`config.mk`:
```
export PLATFORM = sky130hd
export DESIGN_NAME = pl_reset_sequencer
export DESIGN_NICKNAME = d
export VERILOG_FILES = /design/src/rtl/pl_reset_sequencer.sv
export SDC_FILE = /design/constraint.sdc
export NUM_CORES = 1
export LEC_CHECK = 0
export ABC_AREA = 1
export CAP_MARGIN = 20
export CORE_MARGIN = 3
export CORE_UTILIZATION = 40
export DETAILED_ROUTE_END_ITERATION = 7
export GPL_TIMING_DRIVEN = 0
export PLACE_DENSITY = 0.7
export SYNTH_ARGS = -nofsm -noshare
export SYNTH_HDL_FRONTEND = slang
export SYNTH_SLANG_ARGS = --single-unit
export TNS_END_PERCENT = 30
```
`constraint.sdc`:
```
create_clock -name pl_clk0 -period 1.8 [get_ports pl_clk0]
set_input_delay 0.36 -clock pl_clk0 [delete_from_list [all_inputs] [get_ports pl_clk0]]
set_output_delay 0.36 -clock pl_clk0 [all_outputs]
set_load 0.005 [all_outputs]
```
`src/rtl/pl_reset_sequencer.sv`:
```
// PL reset sequencer: interconnect then staged peripheral reset release after a stable clock lock.
// Optional lock-wait timeout flag enabled by defining PL_RST_SEQ_LOCK_TIMEOUT_EN.
module pl_reset_sequencer #(
  parameter int unsigned NUM_PERIPH         = 4,
  parameter int unsigned LOCK_STABLE_CYCLES = 16,
  parameter int unsigned STAGE_GAP          = 8,
  parameter int unsigned SOFT_HOLD_CYCLES   = 32,
  parameter int unsigned TIMEOUT_CYCLES     = 4096
) (
  input  logic                  pl_clk0,
  input  logic                  pl0_resetn,
  input  logic                  clk_wiz_locked,
  input  logic                  soft_rst_req,
  output logic                  soft_rst_ack,
  output logic                  ic_resetn,
  output logic [NUM_PERIPH-1:0] periph_resetn,
  output logic                  seq_done,
  output logic [2:0]            state_dbg,
  output logic                  lock_timeout
);

  localparam int unsigned MAX_A   = (LOCK_STABLE_CYCLES > STAGE_GAP) ? LOCK_STABLE_CYCLES : STAGE_GAP;
  localparam int unsigned MAX_B   = (MAX_A > SOFT_HOLD_CYCLES) ? MAX_A : SOFT_HOLD_CYCLES;
  localparam int unsigned CNT_MAX = (MAX_B > TIMEOUT_CYCLES) ? MAX_B : TIMEOUT_CYCLES;
  localparam int unsigned CNT_W   = $clog2(CNT_MAX + 1);
  localparam int unsigned IDX_W   = (NUM_PERIPH > 1) ? $clog2(NUM_PERIPH) : 1;

  typedef enum logic [2:0] {
    ST_RESET          = 3'd0,
    ST_WAIT_LOCK      = 3'd1,
    ST_RELEASE_IC     = 3'd2,
    ST_RELEASE_PERIPH = 3'd3,
    ST_RUN            = 3'd4,
    ST_SOFT_HOLD      = 3'd5
  } state_t;

  logic [1:0]            lock_sync_q;
  logic                  locked_sync;
  state_t                state_q, state_d;
  logic [CNT_W-1:0]      cnt_q, cnt_d, cnt_inc;
  logic [IDX_W-1:0]      idx_q, idx_d, rel_idx;
  logic                  rel;
  logic                  ic_q, ic_d;
  logic [NUM_PERIPH-1:0] periph_q, periph_d;
  logic                  done_q, done_d;
  logic                  ack_q, ack_d;
  logic                  soft_q, soft_d;

  // Two-flop synchronizer for the asynchronous clock-wizard lock
  always_ff @(posedge pl_clk0 or negedge pl0_resetn) begin
    if (!pl0_resetn) lock_sync_q <= 2'b00;
    else             lock_sync_q <= {lock_sync_q[0], clk_wiz_locked};
  end
  assign locked_sync = lock_sync_q[1];

  // Next-state and next-output decode
  always_comb begin
    state_d  = state_q;
    cnt_d    = cnt_q;
    idx_d    = idx_q;
    ic_d     = ic_q;
    periph_d = periph_q;
    done_d   = done_q;
    soft_d   = soft_q;
    ack_d    = ack_q & soft_rst_req;
    cnt_inc  = (cnt_q == CNT_W'(CNT_MAX)) ? cnt_q : cnt_q + CNT_W'(1);
    rel      = 1'b0;
    rel_idx  = '0;

    case (state_q)
      ST_RESET: state_d = ST_WAIT_LOCK;
      ST_WAIT_LOCK: begin
        ic_d     = 1'b0;
        periph_d = '0;
        done_d   = 1'b0;
        if (!locked_sync) begin
          cnt_d = '0;
        end else if (cnt_q == CNT_W'(LOCK_STABLE_CYCLES)) begin
          state_d = ST_RELEASE_IC;
          ic_d    = 1'b1;
          cnt_d   = '0;
        end else begin
          cnt_d = cnt_inc;
        end
      end
      ST_RELEASE_IC: begin
        if (cnt_q == CNT_W'(STAGE_GAP - 1)) rel = 1'b1;
        else                                cnt_d = cnt_inc;
      end
      ST_RELEASE_PERIPH: begin
        rel_idx = idx_q;
        if (cnt_q == CNT_W'(STAGE_GAP - 1)) rel = 1'b1;
        else                                cnt_d = cnt_inc;
      end
      ST_RUN: begin
        done_d = 1'b1;
        if (soft_rst_req && !ack_q) begin
          state_d  = ST_SOFT_HOLD;
          periph_d = '0;
          done_d   = 1'b0;
          soft_d   = 1'b1;
          cnt_d    = '0;
        end
      end
      ST_SOFT_HOLD: begin
        periph_d = '0;
        done_d   = 1'b0;
        if (cnt_q == CNT_W'(SOFT_HOLD_CYCLES - 1)) rel = 1'b1;
        else                                       cnt_d = cnt_inc;
      end
      default: state_d = ST_RESET;
    endcase

    // Release one peripheral bit; the last one lands in RUN
    if (rel) begin
      cnt_d             = '0;
      periph_d[rel_idx] = 1'b1;
      if (rel_idx == IDX_W'(NUM_PERIPH - 1)) begin
        state_d = ST_RUN;
        done_d  = 1'b1;
        idx_d   = '0;
        ack_d   = ack_d | soft_q;
        soft_d  = 1'b0;
      end else begin
        state_d = ST_RELEASE_PERIPH;
        idx_d   = rel_idx + IDX_W'(1);
      end
    end

    // Lock loss overrides everything, including a soft request
    if (!locked_sync && (state_q inside {ST_RELEASE_IC, ST_RELEASE_PERIPH, ST_RUN, ST_SOFT_HOLD})) begin
      state_d  = ST_WAIT_LOCK;
      ic_d     = 1'b0;
      periph_d = '0;
      done_d   = 1'b0;
      cnt_d    = '0;
      idx_d    = '0;
      soft_d   = 1'b0;
      ack_d    = ack_q & soft_rst_req;
    end
  end

  always_ff @(posedge pl_clk0 or negedge pl0_resetn) begin
    if (!pl0_resetn) begin
      state_q  <= ST_RESET;
      cnt_q    <= '0;
      idx_q    <= '0;
      ic_q     <= 1'b0;
      periph_q <= '0;
      done_q   <= 1'b0;
      ack_q    <= 1'b0;
      soft_q   <= 1'b0;
    end else begin
      state_q  <= state_d;
      cnt_q    <= cnt_d;
      idx_q    <= idx_d;
      ic_q     <= ic_d;
      periph_q <= periph_d;
      done_q   <= done_d;
      ack_q    <= ack_d;
      soft_q   <= soft_d;
    end
  end

  assign ic_resetn     = ic_q;
  assign periph_resetn = periph_q;
  assign seq_done      = done_q;
  assign soft_rst_ack  = ack_q;
  assign state_dbg     = state_q;

`ifdef PL_RST_SEQ_LOCK_TIMEOUT_EN
  logic [CNT_W-1:0] tmo_cnt_q;
  logic             tmo_flag_q;

  // Lock-wait watchdog; flag is sticky until pl0_resetn
  always_ff @(posedge pl_clk0 or negedge pl0_resetn) begin
    if (!pl0_resetn) begin
      tmo_cnt_q  <= '0;
      tmo_flag_q <= 1'b0;
    end else if (state_q == ST_WAIT_LOCK) begin
      if (tmo_cnt_q != CNT_W'(TIMEOUT_CYCLES)) tmo_cnt_q <= tmo_cnt_q + CNT_W'(1);
      if (tmo_cnt_q == CNT_W'(TIMEOUT_CYCLES - 1)) tmo_flag_q <= 1'b1;
    end else begin
      tmo_cnt_q <= '0;
    end
  end
  assign lock_timeout = tmo_flag_q;
`else
  assign lock_timeout = 1'b0;
`endif

endmodule

```
Yosys cells after proc, flatten, opt, wreduce, memory -nomap -nowiden --
Cells that the tools add are included. Widths: inputs -> output; s select.
Word-level totals: register bits after elaboration 28, output and inout bits 11, logic and storage cells 93
Operators by class: add/subtract/negate cells 2, order comparisons 2, eq/ne operators 16, multiplexer cells 46, bitwise operators 3, reduce and logical (&&, ||, !) cells 15
Operator list (count):
- $mux 13 | 8
- $pmux 13 s4 | 1
- $eq 13x5->1 const B | 2
- $mux 1 | 19
- $mux 3 | 6
- $add 13x1->13 const B | 1
- $eq 13x13->1 const B | 1
- $eq 13x3->1 const B | 1
- $mux 4 | 3
- $ne 4x3->1 const B | 3
- $pmux 3 s4 | 1
- $mux 2 | 4
- $ne 4x4->1 const B | 2
- $pmux 4 s2 | 1
- $reduce_and 4->1 | 2
- $eq 3x2->1 const B | 2
- $eq 3x3->1 const B | 2
- $reduce_bool 6->1 | 1
- $or 4x4->4 | 1
- $pmux 1 s2 | 2
- $reduce_bool 2->1 | 2
- $reduce_bool 4->1 | 1
- $reduce_or 2->1 | 2
- $eq 3x1->1 const B | 1
- 12 further kinds | 15

Logic depth before layout (Yosys ltp) --
Gate-level depths: netlist (run 1).
depth after elaboration 9, depth in mapped cells 12, depth with buffers taken out 12

Worst setup path before layout (run 1) --
No wires, ideal clock.
path kind reg2reg, from register state_q[2] (netlist: state_dbg[2]), to register state_q[0] (netlist: state_dbg[0]), setup time 0.116 ns, arrival 1.429 ns, slack 0.254 ns, stages on the path, launching flop included 10, buffers on the path 0, clock period less this slack 1.546 ns, path through dfrtp_1 -> inv_2 -> nand2_2 -> nor3_1 -> ha_1 -> inv_1 -> nand2_1 -> o211ai_1 -> nand2_1 -> nand2_1
On the way: longest elaborated chain between the ends 6, elaborated cells on any way between the ends 22, those cells by class 10 x eq/ne; 6 x mux; 6 x reduce/logical
RTL lines:
- start: declaration | line 39 | state_t state_q, state_d;
- start signal: assignment | line 154 | state_q <= state_d;
- branches (longest 6 deep; another with $ne 4x3->1)
Parallel ways; which one is timed is not known. A chain may end at the register's enable or synchronous reset.

Final worst setup path (run 1) --
from register state_q[2] (netlist: state_dbg[2]), to output port state_dbg[2]
RTL lines:
- end: declaration | line 18 | output logic [2:0] state_dbg,
No word-level cell between the ends.

==> results of run 1 <==
==> layout make-up <==
type,count,area share [%]
clock buffer,3,1.938
inverter,35,6.166
buffer,3,1.585
tap,50,2.936
sequential,28,33.06
multi-input combinational,170,45.16
timing repair buffer,15,7.751
clock inverter,1,1.409
==> logic make-up (layout without fill, tap and decap cells) <==
kind of cell	Yosys count	in the layout	share of synthesized area [%]
and+or+nand+nor	136	136	36.67
buffers and inverters	38	57	9.185
DFF	28	28	38.97
AOI/OAI and AO/OA	20	20	7.377
xor gates and xnor gates	7	7	3.410
adders and majority gates	6	6	4.175
other	1	1	0.2086
==> synth_stat cells, types with 2 or more instances <==
cell | instances | area [um^2]
a21oi_1 | 5 | 25.02
dfrtp_1 | 28 | 700.7
ha_1 | 6 | 75.07
inv_1 | 29 | 108.9
inv_2 | 6 | 22.52
nand2_1 | 77 | 289.0
nand2_2 | 3 | 18.77
nand2_4 | 5 | 56.30
nand3_1 | 15 | 75.07
nand3_2 | 2 | 20.02
nand3_4 | 3 | 52.55
nand4_1 | 3 | 18.77
nor2_1 | 18 | 67.56
nor3_1 | 6 | 30.03
o21ai_0 | 2 | 10.01
o21ai_1 | 3 | 15.01
o21ai_2 | 3 | 26.28
o22ai_1 | 3 | 18.77
xor2_1 | 7 | 61.31
==> per-layer routing <==
metal  vias up  GRT usage [%]
li1        773              -
met1       681          19.71
met2        22          24.83
met3         4          2.893
met4         0          3.279
met5         -              0
==> power groups by stage <==
| stage | sequential (mW) | combinational, mW | clock [mW] |
|---|---|---|---|
| after floorplan | 0.822 | 0.826 | 0 |
| after global placement | 0.839 | 1.08 | 0 |
| after detailed placement | 0.841 | 1.11 | 0 |
| after CTS | 0.831 | 1.12 | 0.519 |
| after global routing | 0.868 | 1.29 | 0.537 |
| final | 0.848 | 1.13 | 0.500 |
==> flip-flops by register name, indices dropped and copies added (netlist names) <==
signal,flops
lock_sync_q,2
soft_rst_ack,1
cnt_q,13
state_dbg,3
soft_q,1
periph_resetn,4
idx_q,2
ic_resetn,1
seq_done,1
==> what timing repair did <==
action                                  in CTS  in global routing
endpoints found under the setup margin       0                 18
buffers inserted                             0                  1
hold buffers                                 0                  0
gates resized for setup                      0                 10
==> path summary, 6_finish.rpt <==
check	endpoint	cells after the start
max in group asynchronous	state_dbg[0]	2
setup reg to reg	cnt_q[0]	11
hold / removal	lock_sync_q[1]	0
min in group asynchronous	soft_rst_ack	1
setup / recovery	state_dbg[2]	1
hold reg to reg	lock_sync_q[1]	0
==> through the flow <==
step	util, %	setup WS (ns)	cell area (um^2)	hold WS (ns)	cells
2_1_floorplan	-	0.2543	1798	0.06441	236
3_3_place_gp	47.71	-0.07595	1991	0.3351	299
3_5_place_dp	48.37	-0.01860	2018	0.3379	300
4_1_cts	50.08	0.03108	2090	0.3630	304
5_1_grt	51.06	0.002873	2131	0.3683	305
6_report	51.06	0.1603	2131	0.3611	305
==> qor.txt, run 1 <==
status - complete, no violations
Via-to-Cell Ratio - 4.852
# DRC - 0
fin crit share - 91.10%
sequential share of the synthesized area - 38.97%
clk_lat worst skew - 0.28 ns
Slew HR - 52.45%
TritonCTS clock tree - yes
CTS H-Tree Depth - 1
Die X - 73.05 um
Final ANT Viol Nets - 0
Synth Cell Area - 1798 um^2
worst hold path class - register to register
# rows - 23
NetSw - 1.001 mW
Comb pwr share - 45.6%
P_leak - 1.052 nW
critical path, cell by cell - clkdlybuf4s50_1
Pint - 1.479 mW
Syn Inst Count - 236
die height - 73.05 um
Achievable Freq - 609.9 MHz
r2r startpoint - cnt_q[10]
Final nets - 266
Setup violations, final - 0
Max clock buf depth - 2
commonest non-fill, non-tap cell in the layout - nand2_1
clock slew seen by the registers of the worst setup and hold paths - 0.10 ns
Starting Density - 43.09%
total grt overflow - 0
register area - 704.4 um^2
num ports - 15
vias - 1480
RSZ-0062 raised after global routing - false
Routability Congestion - 0.7729
crit-path leading delay family - buffers and inverters
first-pass detailed-route iteration total - 4
reg-to-reg setup timing slack - 0.17 ns
GRT Overall Usage - 14.83%
filler instances - 385
final WL - 3568 um
worst path arrival time - 1.28 ns
Multi-input gate area - 962.2 um^2
commonest cells after routing, fill and taps aside - nand2_1 (76), inv_1 (29), dfrtp_1 (25), nor2_1 (18), nand3_1 (14)
routed metal-1 wire length - 1687 um
Critical Path Fanout Max - 6
predominant post-synthesis flop cell - dfrtp_1
IO buf count - 13
Slew Viols, Final - 0
sequential power share - 34.2%
clk root buf - clkbuf_8
Area Overhead vs Synth - 18.51%
Worst Setup Start Kind - register
Clock power frac - 20.2%
Synth async-reset ratio - 100.0%
post-synthesis net count - 246
CP Class - register to primary output
clock sink total - 28
TritonCTS buffer count - 3
max layer used - met4
die area - 5336 um^2
IR Drop Worst-Case VDD - 0.0007069 V
Final TNS setup - 0 ns
sw frac - 40.36%
PD cells - 1164 nW/um^2
Hold Vio Cnt, Final - 0
initial antenna violation count - 0
hold_sp - lock_sync_q[0]
Worst Skew - 0.006972 ns
pin count of the biggest net entering global routing - 17
total power - 2.480 mW
CP Launch Point - state_dbg[2]
synthesized area per cell - 7.619 um^2
EDFF count, synth - 0
Met2 Routed Length - 1741 um
Buf/Inv on CP - 1
yosys warns - 0
slowest CP cell - clkdlybuf4s50_1
Setup crit end kind - primary output
Max Cap Violations - 0
Detailed Place HPWL - 2725 um
unique cell type count in the Yosys netlist - 31
first-pass GRT wire length - 6334 um
Crit path largest cell delay - 0.54 ns
WL/cell - 11.70 um
n_diodes - 0
CORE AREA - 4173 um^2
share of cells above drive strength 1 - 16.86%
Worst-Margin Slew - 0.7111 ns
Data required, critical path - 1.44 ns
Synth Register Bits - 28
Tmin final - 1.640 ns
vias in the first global route - 1452
metal3 WL - 99 um
Iter 0 DRT Violations - 43
(Power assumes the default switching activity.)
==> run 2: changes to the inputs <==
--- a/config.mk
+++ b/config.mk
@@ -7,7 +7,6 @@
 export LEC_CHECK = 0
 export ABC_AREA = 1
 export CAP_MARGIN = 20
-export CORE_MARGIN = 3
 export CORE_UTILIZATION = 40
 export DETAILED_ROUTE_END_ITERATION = 7
 export GPL_TIMING_DRIVEN = 0
==> qor.txt, run 2 (synthesized netlist as in run 1, its figures left out) <==
PD cells - 1105 nW/um^2 (-5.0%)
status - complete, no violations
final worst slack - 0.1375 ns (-0.02280 ns)
CORE AREA - 4324 um^2 (+3.6%)
r2r startpoint - cnt_q[0]
Slew Viols, Final - 0 (unchanged)
Worst Setup Start Kind - register
Multi-input gate area - 962.2 um^2 (unchanged)
Critical Path Fanout Max - 6 (unchanged)
# DRC - 0 (unchanged)
Setup crit end kind - primary output
n_diodes - 0 (unchanged)
max FFs per register - 13 (unchanged)
WHS - 0.3571 ns (-0.004075 ns)
num ports - 15 (unchanged)
Worst-Margin Slew - 0.6693 ns (-0.04178 ns)
clock slew seen by the registers of the worst setup and hold paths - 0.09 ns (about the same)
worst reg2reg path depth - 11 (unchanged)
pre-CTS setup slack - -0.07109 ns (-0.05249 ns)
first-pass detailed-route iteration total - 4 (unchanged)
reg-to-reg setup timing slack - 0.16 ns (about the same)
worst path arrival time - 1.30 ns (+0.02 ns)
Achievable Freq - 601.5 MHz (-1.4%)
CTS H-Tree Depth - 1 (unchanged)
register area - 701.9 um^2 (-0.36%)
total grt overflow - 0 (unchanged)
die height - 69.05 um (-5.5%)
pin count of the biggest net entering global routing - 18 (+1)
crit-path leading delay family - buffers and inverters
total power - 2.345 mW (-5.4%)
filler instances - 438 (+14%)
clk_lat worst skew - 0.28 ns (about the same)
critical path, cell by cell - clkdlybuf4s50_1
CTS Hold Bufs - 0 (unchanged)
GRT Overall Usage - 16.51% (+1.7 points)
crit path to - state_dbg[0]
Die X - 69.05 um (-5.5%)
Final ANT Viol Nets - 0 (unchanged)
IR Drop Worst-Case VDD - 0.0006120 V (-13%)
Slew HR - 55.24% (+2.8 points)
# rows - 24 (+4.3%)
TritonCTS clock tree - yes
Setup violations, final - 0 (unchanged)
Final TNS setup - 0 ns (unchanged)
share of cells above drive strength 1 - 17.58% (+0.72 points)
Levels on crit path - 1 (unchanged)
CP Launch Point - state_dbg[0]
Hold Vio Cnt, Final - 0 (unchanged)
final cell count without fillers - 308 (+0.98%)
commonest non-fill, non-tap cell in the layout - nand2_1
TritonCTS buffer count - 3 (unchanged)
Detailed Place HPWL - 2778 um (+1.9%)
Buf/Inv on CP - 1 (unchanged)
fin crit share - 92.36% (+1.3 points)
Area Overhead vs Synth - 18.02%
final WL - 3605 um (+1.0%)
Max clock buf depth - 2 (unchanged)
WL/cell - 11.70 um (about the same)
Worst Skew - 0.002104 ns (-0.004868 ns)
Biggest register - cnt_q
Crit path largest cell delay - 0.55 ns (about the same)
clock sink total - 28 (unchanged)
die area - 4767 um^2 (-11%)
Routability Congestion - 0.8290 (+7.3%)
Max Cap Violations - 0 (unchanged)
commonest cells after routing, fill and taps aside - nand2_1 (76), inv_1 (28), dfrtp_1 (27), nor2_1 (16), nand3_1 (14)
worst hold path class - register to register
vias in the first global route - 1474 (+1.5%)
Starting Density - 41.58% (-1.5 points)
Via-to-Cell Ratio - 4.961 (+2.2%)
Data required, critical path - 1.44 ns (about the same)
slowest CP cell - clkdlybuf4s50_1
Final nets - 267 (+0.38%)
vias - 1528 (+3.2%)
Tmin final - 1.663 ns (+0.02280 ns)
Crit Reg-Reg Endpoint - cnt_q[6]
initial antenna violation count - 0 (unchanged)
hold depth - 0 (unchanged)
fin util - 49.07% (-2.0 points)
CP Class - register to primary output
post-place instance area - 2021 um^2 (+0.12%)
Placed Cells - 302 (+0.67%)
P_leak - 1.051 nW (-0.12%)
clk root buf - clkbuf_8
Finished Cell Area - 2122 um^2 (-0.41%)
IO buf count - 13 (unchanged)
first-pass GRT wire length - 6472 um (+2.2%)
Iter 0 DRT Violations - 83 (+93%)
[run 2: final cells by class]
| type | count | share of cell area (%) |
|---|---|---|
| multi-input combinational | 170 | 45.34 |
| sequential | 28 | 33.08 |
| timing repair buffer | 16 | 8.137 |
| inverter | 35 | 6.191 |
| tap | 52 | 3.066 |
| clock buffer | 4 | 2.594 |
| buffer | 3 | 1.592 |
[run 2: worst min path at each step]
| stage | start | end | slack [ns] |
|---|---|---|---|
| floorplan | pl0_resetn | cnt_q[0] | 0.06 |
| global route | lock_sync_q[0] | lock_sync_q[1] | 0.36 |
| global placement | lock_sync_q[0] | lock_sync_q[1] | 0.34 |
| detailed placement | lock_sync_q[0] | lock_sync_q[1] | 0.34 |
| CTS | lock_sync_q[0] | lock_sync_q[1] | 0.36 |
| finish | lock_sync_q[0] | lock_sync_q[1] | 0.36 |
[run 2: what timing repair did]
action | in CTS | in global routing
gates resized for setup | 0 | 10
endpoints found under the setup margin | 0 | 16
setup buffers | 0 | 2
[run 2: power by group]
part           internal [mW]  switching [mW]  leakage, nW  total (mW)
registers              0.726           0.108        0.375       0.834
logic                  0.447           0.673        0.647        1.12
clock network          0.196           0.194       0.0288       0.391
[run 2: per-layer routing]
| layer | share of wire, % | up-vias | wire length [um] | global-route usage (%) |
|---|---|---|---|---|
| met4 | 1.1 | 0 | 38 | 4.082 |
| li1 | - | 780 | - | - |
| met1 | 47 | 720 | 1699 | 21.49 |
| met2 | 48 | 23 | 1733 | 27.72 |
| met5 | 0 | - | 0 | 0 |
| met3 | 3.7 | 5 | 133 | 3.655 |
==> run 3: changes to the inputs <==
--- a/config.mk
+++ b/config.mk
@@ -7,6 +7,7 @@
 export LEC_CHECK = 0
 export ABC_AREA = 1
 export CAP_MARGIN = 20
+export CORE_MARGIN = 4
 export CORE_UTILIZATION = 40
 export DETAILED_ROUTE_END_ITERATION = 7
 export GPL_TIMING_DRIVEN = 0
==> qor.txt, run 3 (synthesized netlist as in run 1, its figures left out) <==
first-pass GRT wire length - 6603 um (+2.0%)
clk root buf - clkbuf_8
vias - 1504 (-1.6%)
commonest cells after routing, fill and taps aside - nand2_1 (76), inv_1 (29), dfrtp_1 (25), nor2_1 (17), nand3_1 (14)
max FFs per register - 13 (unchanged)
Setup crit end kind - register
Slew HR - 53.27% (-2.0 points)
Routability Congestion - 0.8973 (+8.2%)
Detailed Place HPWL - 2873 um (+3.4%)
Critical Path Fanout Max - 6 (unchanged)
Area Overhead vs Synth - 19.00%
worst hold path class - register to register
Iter 0 DRT Violations - 67 (-19%)
Worst Skew - 0.003312 ns (+0.001209 ns)
sw frac - 41.87% (+0.26 points)
RSZ-0062 raised after global routing - false
commonest non-fill, non-tap cell in the layout - nand2_1
# rows - 24 (unchanged)
clock sink total - 28 (unchanged)
TritonCTS clock tree - yes
clock slew seen by the registers of the worst setup and hold paths - 0.09 ns (about the same)
Achievable Freq - 605.9 MHz (+0.73%)
total grt overflow - 0 (unchanged)
final WL - 3673 um (+1.9%)
status - complete, no violations
initial antenna violation count - 0 (unchanged)
WHS - 0.3561 ns (-0.0009770 ns)
Max clock buf depth - 2 (unchanged)
sequential power share - 35.4% (-0.2 points)
Data required, critical path - 2.02 ns (+0.58 ns)
total power - 2.402 mW (+2.4%)
Clock power frac - 16.3% (-0.4 points)
Final ANT Viol Nets - 0 (unchanged)
NetSw - 1.006 mW (+3.1%)
fin crit share - 91.70% (-0.66 points)
CP Class - register to register
Worst Setup Start Kind - register
register area - 704.4 um^2 (+0.36%)
Multi-input gate area - 969.7 um^2 (+0.78%)
Max Cap Violations - 0 (unchanged)
IR Drop Worst-Case VDD - 0.0006120 V (about the same)
P_leak - 1.056 nW (+0.48%)
Starting Density - 41.29% (-0.29 points)
n_diodes - 0 (unchanged)
Final nets - 268 (+0.37%)
CTS Hold Bufs - 0 (unchanged)
Slew Viols, Final - 0 (unchanged)
die height - 75.05 um (+8.7%)
Worst-Margin Slew - 0.6988 ns (+0.02953 ns)
Biggest register - cnt_q
filler instances - 427 (-2.5%)
num ports - 15 (unchanged)
first-pass detailed-route iteration total - 4 (unchanged)
Setup violations, final - 0 (unchanged)
GRT Overall Usage - 15.05% (-1.5 points)
vias in the first global route - 1524 (+3.4%)
Tmin final - 1.651 ns (-0.01197 ns)
clk_lat worst skew - 0.27 ns (about the same)
Comb pwr share - 48.3% (+0.5 points)
# DRC - 0 (unchanged)
worst path arrival time - 1.87 ns (+0.57 ns)
Final TNS setup - 0 ns (unchanged)
Hold Vio Cnt, Final - 0 (unchanged)
TritonCTS buffer count - 3 (unchanged)
share of cells above drive strength 1 - 17.90% (+0.32 points)
PD cells - 1123 nW/um^2 (+1.6%)
pin count of the biggest net entering global routing - 17 (-1)
Via-to-Cell Ratio - 4.867 (-1.9%)
WL/cell - 11.89 um (+1.6%)
die area - 5632 um^2 (+18%)
CTS H-Tree Depth - 1 (unchanged)
CORE AREA - 4354 um^2 (+0.69%)
Die X - 75.05 um (+8.7%)
IO buf count - 13 (unchanged)
Pint - 1.396 mW (+2.0%)
## run 3: power groups by stage
| stage | registers [mW] | clock network (mW) | logic (mW) |
|---|---|---|---|
| global placement | 0.840 | 0 | 1.08 |
| finish | 0.850 | 0.392 | 1.16 |
| global route | 0.865 | 0.430 | 1.33 |
| detailed placement | 0.839 | 0 | 1.11 |
| floorplan | 0.822 | 0 | 0.826 |
| CTS | 0.830 | 0.409 | 1.11 |
## run 3: worst paths after layout
| path | from | to | slack (ns) | cells past startpoint |
|---|---|---|---|---|
| max | cnt_q[1] | cnt_q[11] | 0.15 | 11 |
| min | lock_sync_q[0] | lock_sync_q[1] | 0.36 | 0 |
| max reg2reg | cnt_q[1] | cnt_q[11] | 0.15 | 11 |
| min reg2reg | lock_sync_q[0] | lock_sync_q[1] | 0.36 | 0 |
| max in group asynchronous | pl0_resetn | state_dbg[0] | 0.78 | 2 |
| min in group asynchronous | pl0_resetn | cnt_q[10] | 0.49 | 1 |
## run 3: critical path, stage by stage, from the launching register on
cell and delay, ns:
dfrtp_1 0.42, inv_1 0.09, ha_1 0.20, nand2_1 0.08, nor2_1 0.04, nand2_1 0.09, nand2_2 0.08, a21oi_4 0.17
nand2_2 0.08, nor2_4 0.20, nand2_1 0.08, nand2_1 0.06
## run 3: metal layers
layer / up-vias / track usage (%) / routed length (um)
met3: 6 / 2.937 / 94
met1: 704 / 18.69 / 1705
met4: 0 / 4.545 / 62
met2: 18 / 26.31 / 1810
li1: 776 / - / -
met5: - / 0 / 0
## run 3: metrics by stage
step,cell area [um^2],util [%],cells,setup WS [ns]
floorplan,1798,-,236,0.2543
CTS,2076,47.67,306,0.03622
global route,2140,49.14,309,0.01315
global placement,1993,45.78,301,-0.1007
finish,2140,49.14,309,0.1494
detailed placement,2021,46.41,302,-0.05711
## run 3: layout make-up
cell class | count | share of cell area, %
Multi-Input combinational cell | 170 | 45.32
Inverter | 35 | 6.140
Sequential cell | 28 | 32.92
Timing Repair Buffer | 17 | 8.421
Tap cell | 52 | 3.041
Buffer | 3 | 1.579
Clock buffer | 4 | 2.573
## run 3: what timing repair did
action / in CTS / in global routing
setup buffers: 0 / 3
endpoints found under the setup margin: 0 / 23
resized for setup: 0 / 12
